===== config.mk =====
export PLATFORM = sky130hd
export DESIGN_NAME = ifu_flat
export DESIGN_NICKNAME = d
export VERILOG_FILES = /design/src/rtl/npc_pkg.sv /design/src/rtl/ifu_if.sv /design/src/rtl/ifu_pc_reg.sv /design/src/rtl/ifu.sv /design/src/flat_wrapper.sv
export SDC_FILE = /design/constraint.sdc
export NUM_CORES = 1
export LEC_CHECK = 0
export CORE_ASPECT_RATIO = 0.9
export CORE_MARGIN = 1.5
export CORE_UTILIZATION = 48
export CTS_CLUSTER_SIZE = 24
export DETAILED_ROUTE_END_ITERATION = 16
export PLACE_DENSITY = 0.89
export SYNTH_ARGS = -nofsm -noshare
export SYNTH_HDL_FRONTEND = slang
export SYNTH_SLANG_ARGS = --single-unit

===== constraint.sdc =====
create_clock -name clk -period 6.4 [get_ports clk]
set_clock_uncertainty 0.15 [all_clocks]
set_input_delay 0.96 -clock clk [delete_from_list [all_inputs] [get_ports clk]]
set_output_delay 0.96 -clock clk [all_outputs]
set_load 0.05 [all_outputs]

===== src/rtl/npc_pkg.sv =====
// rtl/npc_pkg.sv - shared fetch-unit types, widths and reset PC
package npc_pkg;

    localparam int XLEN = 32;
    localparam logic [XLEN-1:0] RESET_PC_DEFAULT = 32'h8000_0000;

    typedef enum logic [1:0] {
        ST_REQ  = 2'd0,
        ST_WAIT = 2'd1,
        ST_HOLD = 2'd2,
        ST_HALT = 2'd3
    } ifu_state_e;

    // Instruction addresses are word aligned; the low two bits are dropped.
    function automatic logic [XLEN-1:0] align_pc(input logic [XLEN-1:0] a);
        return a & ~XLEN'(3);
    endfunction

endpackage


===== src/rtl/ifu_if.sv =====
// rtl/ifu_if.sv - fetch unit bundle: imem request/response, decode output, redirect
interface ifu_if;
    import npc_pkg::*;

    logic            imem_req_valid;
    logic            imem_req_ready;
    logic [XLEN-1:0] imem_req_addr;
    logic            imem_rsp_valid;
    logic [31:0]     imem_rsp_data;
    logic            imem_rsp_err;

    logic            out_valid;
    logic            out_ready;
    logic [XLEN-1:0] out_pc;
    logic [31:0]     out_inst;
    logic            out_err;

    logic            redirect_valid;
    logic [XLEN-1:0] redirect_pc;

    modport master (
        output imem_req_valid, imem_req_addr,
        input  imem_req_ready, imem_rsp_valid, imem_rsp_data, imem_rsp_err,
        output out_valid, out_pc, out_inst, out_err,
        input  out_ready,
        input  redirect_valid, redirect_pc
    );

    modport slave (
        input  imem_req_valid, imem_req_addr,
        output imem_req_ready, imem_rsp_valid, imem_rsp_data, imem_rsp_err,
        input  out_valid, out_pc, out_inst, out_err,
        output out_ready,
        output redirect_valid, redirect_pc
    );

endinterface


===== src/rtl/ifu_pc_reg.sv =====
// rtl/ifu_pc_reg.sv - fetch PC register with redirect load and +4 advance
module pc_reg
    import npc_pkg::*;
#(
    parameter logic [XLEN-1:0] RESET_PC = RESET_PC_DEFAULT
) (
    input  logic            clk,
    input  logic            rst,
    input  logic            load_i,
    input  logic [XLEN-1:0] load_pc_i,
    input  logic            inc_i,
    output logic [XLEN-1:0] pc_o
);

    logic [XLEN-1:0] pc_q;
    logic [XLEN-1:0] pc_d;

    // Redirect wins over the sequential advance; the add wraps naturally.
    always_comb begin
        pc_d = pc_q;
        if (load_i) begin
            pc_d = align_pc(load_pc_i);
        end else if (inc_i) begin
            pc_d = pc_q + XLEN'(4);
        end
    end

    always_ff @(posedge clk) begin
        if (!rst) begin
            pc_q <= align_pc(RESET_PC);
        end else begin
            pc_q <= pc_d;
        end
    end

    assign pc_o = pc_q;

endmodule


===== src/rtl/ifu.sv =====
// rtl/ifu.sv - single-outstanding instruction fetch unit with redirect and fault halt
module ifu
    import npc_pkg::*;
#(
    parameter logic [XLEN-1:0] RESET_PC = RESET_PC_DEFAULT
) (
    input  logic   clk,
    input  logic   rst,
    ifu_if.master  bus
);

    ifu_state_e      state_q;
    logic            kill_q;
    logic            out_valid_q;
    logic [XLEN-1:0] out_pc_q;
    logic [31:0]     out_inst_q;
    logic            out_err_q;

    logic [XLEN-1:0] pc;
    logic            handshake;
    logic            pc_inc;

    assign handshake = out_valid_q & bus.out_ready;
    assign pc_inc    = (state_q == ST_HOLD) & handshake & ~out_err_q;

    pc_reg #(
        .RESET_PC (RESET_PC)
    ) u_pc_reg (
        .clk       (clk),
        .rst       (rst),
        .load_i    (bus.redirect_valid),
        .load_pc_i (bus.redirect_pc),
        .inc_i     (pc_inc),
        .pc_o      (pc)
    );

    always_ff @(posedge clk) begin
        if (!rst) begin
            state_q     <= ST_REQ;
            kill_q      <= 1'b0;
            out_valid_q <= 1'b0;
            out_pc_q    <= '0;
            out_inst_q  <= '0;
            out_err_q   <= 1'b0;
        end else begin
            case (state_q)
                ST_REQ: begin
                    // A redirect alongside acceptance still owes us one response to drain.
                    if (bus.imem_req_ready) begin
                        state_q <= ST_WAIT;
                        kill_q  <= bus.redirect_valid;
                    end
                end
                ST_WAIT: begin
                    if (bus.imem_rsp_valid) begin
                        kill_q <= 1'b0;
                        if (kill_q || bus.redirect_valid) begin
                            state_q <= ST_REQ;
                        end else begin
                            state_q     <= ST_HOLD;
                            out_valid_q <= 1'b1;
                            out_pc_q    <= pc;
                            out_inst_q  <= bus.imem_rsp_data;
                            out_err_q   <= bus.imem_rsp_err;
                        end
                    end else if (bus.redirect_valid) begin
                        kill_q <= 1'b1;
                    end
                end
                ST_HOLD: begin
                    if (bus.redirect_valid) begin
                        out_valid_q <= 1'b0;
                        state_q     <= ST_REQ;
                    end else if (bus.out_ready) begin
                        out_valid_q <= 1'b0;
                        state_q     <= out_err_q ? ST_HALT : ST_REQ;
                    end
                end
                ST_HALT: begin
                    if (bus.redirect_valid) begin
                        out_err_q <= 1'b0;
                        state_q   <= ST_REQ;
                    end
                end
                default: begin
                    state_q <= ST_REQ;
                end
            endcase
        end
    end

    assign bus.imem_req_valid = rst & (state_q == ST_REQ);
    assign bus.imem_req_addr  = pc;
    assign bus.out_valid      = out_valid_q;
    assign bus.out_pc         = out_pc_q;
    assign bus.out_inst       = out_inst_q;
    assign bus.out_err        = out_err_q;

endmodule


===== src/flat_wrapper.sv =====
// flat-port wrapper written by rule: the top's interface ports become plain ports
module ifu_flat import npc_pkg::*;
#(
    parameter logic [XLEN-1:0] RESET_PC = RESET_PC_DEFAULT
)
  (clk, rst, bus_imem_req_valid, bus_imem_req_addr, bus_imem_req_ready, bus_imem_rsp_valid, bus_imem_rsp_data, bus_imem_rsp_err, bus_out_valid, bus_out_pc, bus_out_inst, bus_out_err, bus_out_ready, bus_redirect_valid, bus_redirect_pc);
  ifu_if bus_i ();
  input  logic clk;
  input  logic rst;
  output wire logic [$bits(bus_i.imem_req_valid)-1:0] bus_imem_req_valid;
  output wire logic [$bits(bus_i.imem_req_addr)-1:0] bus_imem_req_addr;
  input wire logic [$bits(bus_i.imem_req_ready)-1:0] bus_imem_req_ready;
  input wire logic [$bits(bus_i.imem_rsp_valid)-1:0] bus_imem_rsp_valid;
  input wire logic [$bits(bus_i.imem_rsp_data)-1:0] bus_imem_rsp_data;
  input wire logic [$bits(bus_i.imem_rsp_err)-1:0] bus_imem_rsp_err;
  output wire logic [$bits(bus_i.out_valid)-1:0] bus_out_valid;
  output wire logic [$bits(bus_i.out_pc)-1:0] bus_out_pc;
  output wire logic [$bits(bus_i.out_inst)-1:0] bus_out_inst;
  output wire logic [$bits(bus_i.out_err)-1:0] bus_out_err;
  input wire logic [$bits(bus_i.out_ready)-1:0] bus_out_ready;
  input wire logic [$bits(bus_i.redirect_valid)-1:0] bus_redirect_valid;
  input wire logic [$bits(bus_i.redirect_pc)-1:0] bus_redirect_pc;
  assign bus_imem_req_valid = bus_i.imem_req_valid;
  assign bus_imem_req_addr = bus_i.imem_req_addr;
  assign bus_i.imem_req_ready = bus_imem_req_ready;
  assign bus_i.imem_rsp_valid = bus_imem_rsp_valid;
  assign bus_i.imem_rsp_data = bus_imem_rsp_data;
  assign bus_i.imem_rsp_err = bus_imem_rsp_err;
  assign bus_out_valid = bus_i.out_valid;
  assign bus_out_pc = bus_i.out_pc;
  assign bus_out_inst = bus_i.out_inst;
  assign bus_out_err = bus_i.out_err;
  assign bus_i.out_ready = bus_out_ready;
  assign bus_i.redirect_valid = bus_redirect_valid;
  assign bus_i.redirect_pc = bus_redirect_pc;
  ifu #(.RESET_PC(RESET_PC)) u_core (.clk(clk), .rst(rst), .bus(bus_i));
endmodule

==> results of run 1 <==
worst paths after layout:
check | from | cells past startpoint | slack (ns) | end
max | rst | 3 | 3.16 | bus_imem_req_valid
min | u_core.bus.out_inst[7] | 2 | 0.32 | u_core.bus.out_inst[7]
max reg2reg | u_core.state_q[1] | 4 | 3.68 | u_core.u_pc_reg.pc_o[29]
min reg2reg | u_core.bus.out_inst[7] | 2 | 0.32 | u_core.bus.out_inst[7]
metal layers:
metal,up-vias,global-route usage
li1,2236,-
met2,196,0.4635
met5,-,0
met1,2150,0.2994
met3,11,0.05468
met4,0,0.08108
kinds of logic (layout without fill, tap and decap cells):
group                    after synthesis  count (layout)  synth area share
AO/OA/AOI/OAI                        149             149            0.2250
other                                  1               4         0.0008263
buffers and inverters                 52             192           0.05679
adder cells (fa/ha/maj)                1               1          0.002757
AND/OR/NAND/NOR                      244             244            0.2710
flip-flops                            97              97            0.4279
XOR/XNOR                               7               7           0.01351
multiplexers                           1               1          0.002206
where the power goes:
group	switching (uW)	internal, uW
Combinational	203	134
Clock	230	170
Sequential	53.2	636
final cells by class:
cell class	count	area [sq um]	area share
sequential	97	1942	0.3060
multi-input combinational	406	2356	0.3713
timing repair buffer	169	1672	0.2634
tap	122	152.6	0.02405
inverter	7	26.28	0.004140
clock buffer	11	151.4	0.02386
clock inverter	5	46.29	0.007295
placed cells by master, fill, tap and decap left out, types with 10 or more instances in the layout:
cell type / n
o31ai_1: 11
a21boi_0: 63
nand4_1: 17
a31oi_1: 18
o21ai_0: 31
dfxtp_1: 97
a21oi_1: 10
nand2_1: 140
clkdlybuf4s50_1: 162
clkbuf_8: 11
or4_1: 13
nand3_1: 13
worst max-delay path: stages:
cell and delay, ns:
buf_2 0.10, nor3b_1 0.20, clkdlybuf4s50_1 0.86
registers in the layout, indices dropped and copies added (netlist names):
register,count
u_core.bus.out_err,1
u_core.bus.out_valid,1
u_core.bus.out_pc,30
u_core.bus.out_inst,32
u_core.state_q,2
u_core.kill_q,1
u_core.u_pc_reg.pc_o,30
metrics by stage:
stage	area [sq um]	setup WS [ns]	utilization	cells
finish	6346	3.164	0.6923	817
CTS	6346	3.151	0.6923	817
global placement	6148	2.962	0.6708	801
floorplan	4549	2.667	-	555
global route	6346	3.069	0.6923	817
detailed placement	6148	2.894	0.6708	801
==> metrics.cfg, run 1 <==
[sta]
period_share = 0.5056
slew_headroom = 0.4519
holdWs_ns = 0.3183
rsz0062_at_grt = no
layout_min_cycle_time_ns = 3.236
fin_setup_tns_ns = 0
fmax_mhz = 309.0
finalSetupViolations = 0
hold_violations = 0
drv_slew = 0
max_slew.worst_pin.slew_ns = 0.8221

[yosys]
synth_edf_count = 0
synth_top_area_frac = 0.4279
avgSynthCellArea_sq_um = 8.221
synth_cells = 552
yosysMostFrequentCell = nand2_1
ys.flop_type = dfxtp_1
syn_area_sq_um = 4538
synth.top_cells.by_count = nand2_1 (140), dfxtp_1 (97), a21boi_0 (63), clkbuf_1 (32), o21ai_0 (31)
synthArstFlopShare = 0
synthDistinctLibCells = 56
synth_top_area_cell = dfxtp_1
seq_area_frac_synth = 0.4279
ys_ff_latch = 97
yosys_warnings = 0
synth_area_leaders = dfxtp_1 (43%), nand2_1 (12%), a21boi_0 (10%), o21ai_0 (3.4%), clkbuf_1 (2.6%)

[layout]
finalNetCount = 762
syn2layout_area_growth_pct = 39.84
n_fill_cell = 739
drive_gt1_frac = 0.06187
diodes = 0

[run_status]
status = complete, no violations

[critical_path]
startpoint_type = input port
cp_max_fo = 2
cp.required_ns = 5.29
cp-end-kind = output pin
cp.arrival_ns = 2.13
crit_type = in -> out

[die]
die-area_sq_um = 10050
die_y_microns = 95.25
core_area_sq_um = 9166
row_count = 33
initial_core_util = 0.4951
die_w_microns = 105.5
io_pins = 170

[placed_design]
finalWeightedCongestion = 0.7977
portBuffers = 163
dp_hpwl_mm = 8.906

[drt]
dr_wl_met3_mm = 1.031
top_layer = met4
first_pass_iters = 4
routedWlPerCell_microns = 15.87
via_per_inst = 5.622
route.met2.wl_mm = 6.451
drt_iter0_drc = 239
vias = 4593
wirelength_met1_mm = 5.340
wirelength_mm = 12.96
drcViolationCount = 0
ant_nets = 0

[grt]
grt_overflow = 0
antenna_found_initial = 0
grt_first_pass_wirelength_mm = 20.58
gr-usage-all-layers = 0.2536
grt_pass1_vias = 4302
grt_max_degree = 100

[power]
ir_drop_v = 0.0001343
p_leak_uw = 0.002108
finalPower_uw = 1426
p_per_area_nw_per_um2 = 224.7

[cts]
h-tree-depth = 3
clkLatencyLatePin_ns = 0.37
clk_pin_slew_ns = 0.09
root_buffer = clkbuf_8
cts_sinks = 97
cts-buffers-inserted = 9
cts.hold.buffers_added = 0
post_cts_resized = 0
clk_path_buf_depth = 2
tritoncts = yes
post-cts-setup-buffers = 0

[flow_run]
maxCapViolations = 0

[hold_path]
min_path_type = reg -> reg

Power figures use the tool's default switching activity.
==> run 2: changes to the inputs <==
--- a/config.mk
+++ b/config.mk
@@ -7,10 +7,10 @@
 export LEC_CHECK = 0
 export CORE_ASPECT_RATIO = 0.9
 export CORE_MARGIN = 1.5
-export CORE_UTILIZATION = 48
+export CORE_UTILIZATION = 40
 export CTS_CLUSTER_SIZE = 24
 export DETAILED_ROUTE_END_ITERATION = 16
-export PLACE_DENSITY = 0.89
+export PLACE_DENSITY = 0.79
 export SYNTH_ARGS = -nofsm -noshare
 export SYNTH_HDL_FRONTEND = slang
 export SYNTH_SLANG_ARGS = --single-unit
==> constraint.sdc (replaced) <==
create_clock -name clk -period 2.8 [get_ports clk]
set_clock_uncertainty 0.15 [all_clocks]
set_input_delay 0.42 -clock clk [delete_from_list [all_inputs] [get_ports clk]]
set_output_delay 0.42 -clock clk [all_outputs]
set_load 0.05 [all_outputs]
==> run 2 against run 1 <==
Sequential share of layout area shrank 1.1 points; design area grew 3.7%; first-iteration DRC count grew 16%; non-clock buffer count increased by 14; worst hold slack got worse by 0.0053 ns; critical path depth rose by 2; sequential power grew 130%; final cell count is 5.4% higher; wire length rose by 2.9%; largest cell class unchanged.
==> metrics.cfg, run 2 (synthesized netlist as in run 1, its figures left out) <==
[critical_path]
r2r-start = u_core.u_pc_reg.pc_o[3]
crit_type = reg -> reg
cp-end-kind = register
startpoint_type = register
rrSetupSlack_ns = 0.20  ; -3.48 ns
cp.arrival_ns = 2.69  ; +0.56 ns
cp_max_fo = 15  ; +13
cp.required_ns = 2.89  ; -2.40 ns
r2r_cells = 5  ; +1
cpPeakStageDelay_ns = 0.76  ; -0.10 ns
path_cells = ha_1, nand4_1, or4_1, o31a_2, o311a_1
r2r-end = u_core.u_pc_reg.pc_o[28]
cp_slowest_cell = or4_1

[drt]
routedWlPerCell_microns = 15.49  ; -2.4%
via_per_inst = 5.394  ; -4.1%
wirelength_mm = 13.34  ; +2.9%
first_pass_iters = 5  ; +1
drcViolationCount = 0  ; unchanged
ant_nets = 0  ; unchanged
vias = 4644  ; +1.1%
drt_iter0_drc = 278  ; +16%

[power]
p_per_area_nw_per_um2 = 536.7  ; +140%
p_leak_uw = 0.002207  ; +4.7%
ir_drop_v = 0.0003318  ; +150%

[cts]
cts.hold.buffers_added = 0  ; unchanged
tritoncts = yes
cts-buffers-inserted = 9  ; unchanged
clkLatencyLatePin_ns = 0.35  ; -0.02 ns
h-tree-depth = 3  ; unchanged
clk_pin_slew_ns = 0.07  ; -0.02 ns
post_cts_resized = 0  ; unchanged
clk_path_buf_depth = 2  ; unchanged
root_buffer = clkbuf_16
cts_sinks = 97  ; unchanged
post-cts-setup-buffers = 0  ; unchanged

[grt]
busiest_layer = met2
antenna_found_initial = 0  ; unchanged
grt_overflow = 0  ; unchanged
gr-usage-all-layers = 0.2196  ; -0.03395
grt_pass1_vias = 4306  ; +0.093%
met1_usage = 0.2715  ; -0.02791
grt_use_met3 = 0.06177  ; +0.007089
gr-usage-met2 = 0.3593  ; -0.1042
grt_first_pass_wirelength_mm = 21.22  ; +3.1%
grt_max_degree = 52  ; -48%

[sta]
rsz0062_at_grt = no
fin_ws_ns = 0.1969  ; -2.967 ns
max_slew.worst_pin.slew_ns = 0.5516  ; -0.2705 ns
layout_min_cycle_time_ns = 2.603
fin_setup_tns_ns = 0  ; unchanged
period_share = 0.9297
hold_violations = 0  ; unchanged
slew_headroom = 0.6311  ; +0.1792
fmax_mhz = 384.2
drv_slew = 0  ; unchanged
finalSetupViolations = 0  ; unchanged

[layout]
n_fill_cell = 992  ; +34%
final_common_cell = clkdlybuf4s50_1
syn2layout_area_growth_pct = 45.08
stdcell_count = 861  ; +5.4%
diodes = 0  ; unchanged
drive_gt1_frac = 0.08181  ; +0.01993
postLayoutCellArea_sq_um = 6584  ; +3.7%
finalNetCount = 776  ; +1.8%
largest_reg_flops = 32  ; unchanged
layout_common_cells = clkdlybuf4s50_1 (161), nand2_1 (140), dfxtp_1 (97)

[flow_run]
maxCapViolations = 0  ; unchanged

[hold_path]
holdPathStages = 2  ; unchanged
min_path_type = reg -> reg
holdPathEnd = u_core.bus.out_inst[29]
hp-start = u_core.bus.out_inst[29]

[die]
core_area_sq_um = 10950  ; +19%
initial_core_util = 0.4146  ; -0.08048
die-area_sq_um = 11990  ; +19%
io_pins = 170  ; unchanged
die_y_microns = 104.1  ; +9.2%
die_w_microns = 115.3  ; +9.3%
row_count = 36  ; +9.1%

[placed_design]
dp_hpwl_mm = 9.679  ; +8.7%
finalWeightedCongestion = 0.8393  ; +5.2%
pre_cts_slack_ns = 0.09814  ; -2.796 ns
portBuffers = 163  ; unchanged
dp_cells = 845  ; +5.5%
place_area_sq_um = 6301  ; +2.5%

[run_status]
status = complete, no violations

-- run 2: cell count changes in the layout (fill, tap and decap cells not counted), moves of 2 or more --
cell	change
buf_4	+14
clkbuf_16	+9
clkbuf_8	-10
clkinvlp_4	+4
inv_6	-2
-- run 2: metal layers --
layer / share of wire / up-vias
li1: - / 2263
met1: 0.42 / 2175
met2: 0.48 / 178
met3: 0.077 / 28
met4: 0.023 / 0
met5: 0 / -
-- run 2: worst max path at each step --
stage,startpoint,endpoint,slack (ns)
finish,u_core.u_pc_reg.pc_o[3],u_core.u_pc_reg.pc_o[28],0.20
global route,u_core.u_pc_reg.pc_o[3],u_core.u_pc_reg.pc_o[28],0.05
CTS,u_core.u_pc_reg.pc_o[3],u_core.u_pc_reg.pc_o[28],0.21
detailed placement,bus_out_ready,u_core.u_pc_reg.pc_o[31],0.1
global placement,bus_out_ready,u_core.u_pc_reg.pc_o[31],0.15
floorplan,u_core.u_pc_reg.pc_o[2],u_core.u_pc_reg.pc_o[22],0.11
-- run 2: worst max-delay path: cells and delay by family (launching register included) --
kind,cells,cell delay (ns)
and+or+nand+nor,2,0.91
adders and majority gates,1,0.24
AOI/OAI and AO/OA,2,0.74
DFF,1,0.45
-- run 2: final cells by class --
cell class / instances / area, sq um / area share
well taps: 152 / 190.2 / 0.02889
repair buffers: 183 / 1787 / 0.2714
clock inverters: 6 / 43.79 / 0.006651
inverters: 7 / 26.28 / 0.003991
flip-flops and latches: 97 / 1942 / 0.2949
clock buffers: 10 / 239.0 / 0.03630
multi-input cells: 406 / 2356 / 0.3578
-- run 2: report_power, final --
part | switching [uW] | internal (uW) | total (uW) | leakage (uW)
logic | 473 | 327 | 800 | 0.00129
clock network | 541 | 626 | 1170 | 0.000127
registers | 111 | 1460 | 1570 | 0.000791
-- run 2: stage by stage --
stage	utilization	hold WS, ns	power, uW
after floorplan	-	0.3897	2068
after global placement	0.5757	0.2986	2378
after detailed placement	0.5757	0.3070	2397
after CTS	0.6015	0.3167	3570
after global routing	0.6015	0.3306	3675
final	0.6015	0.3130	3534
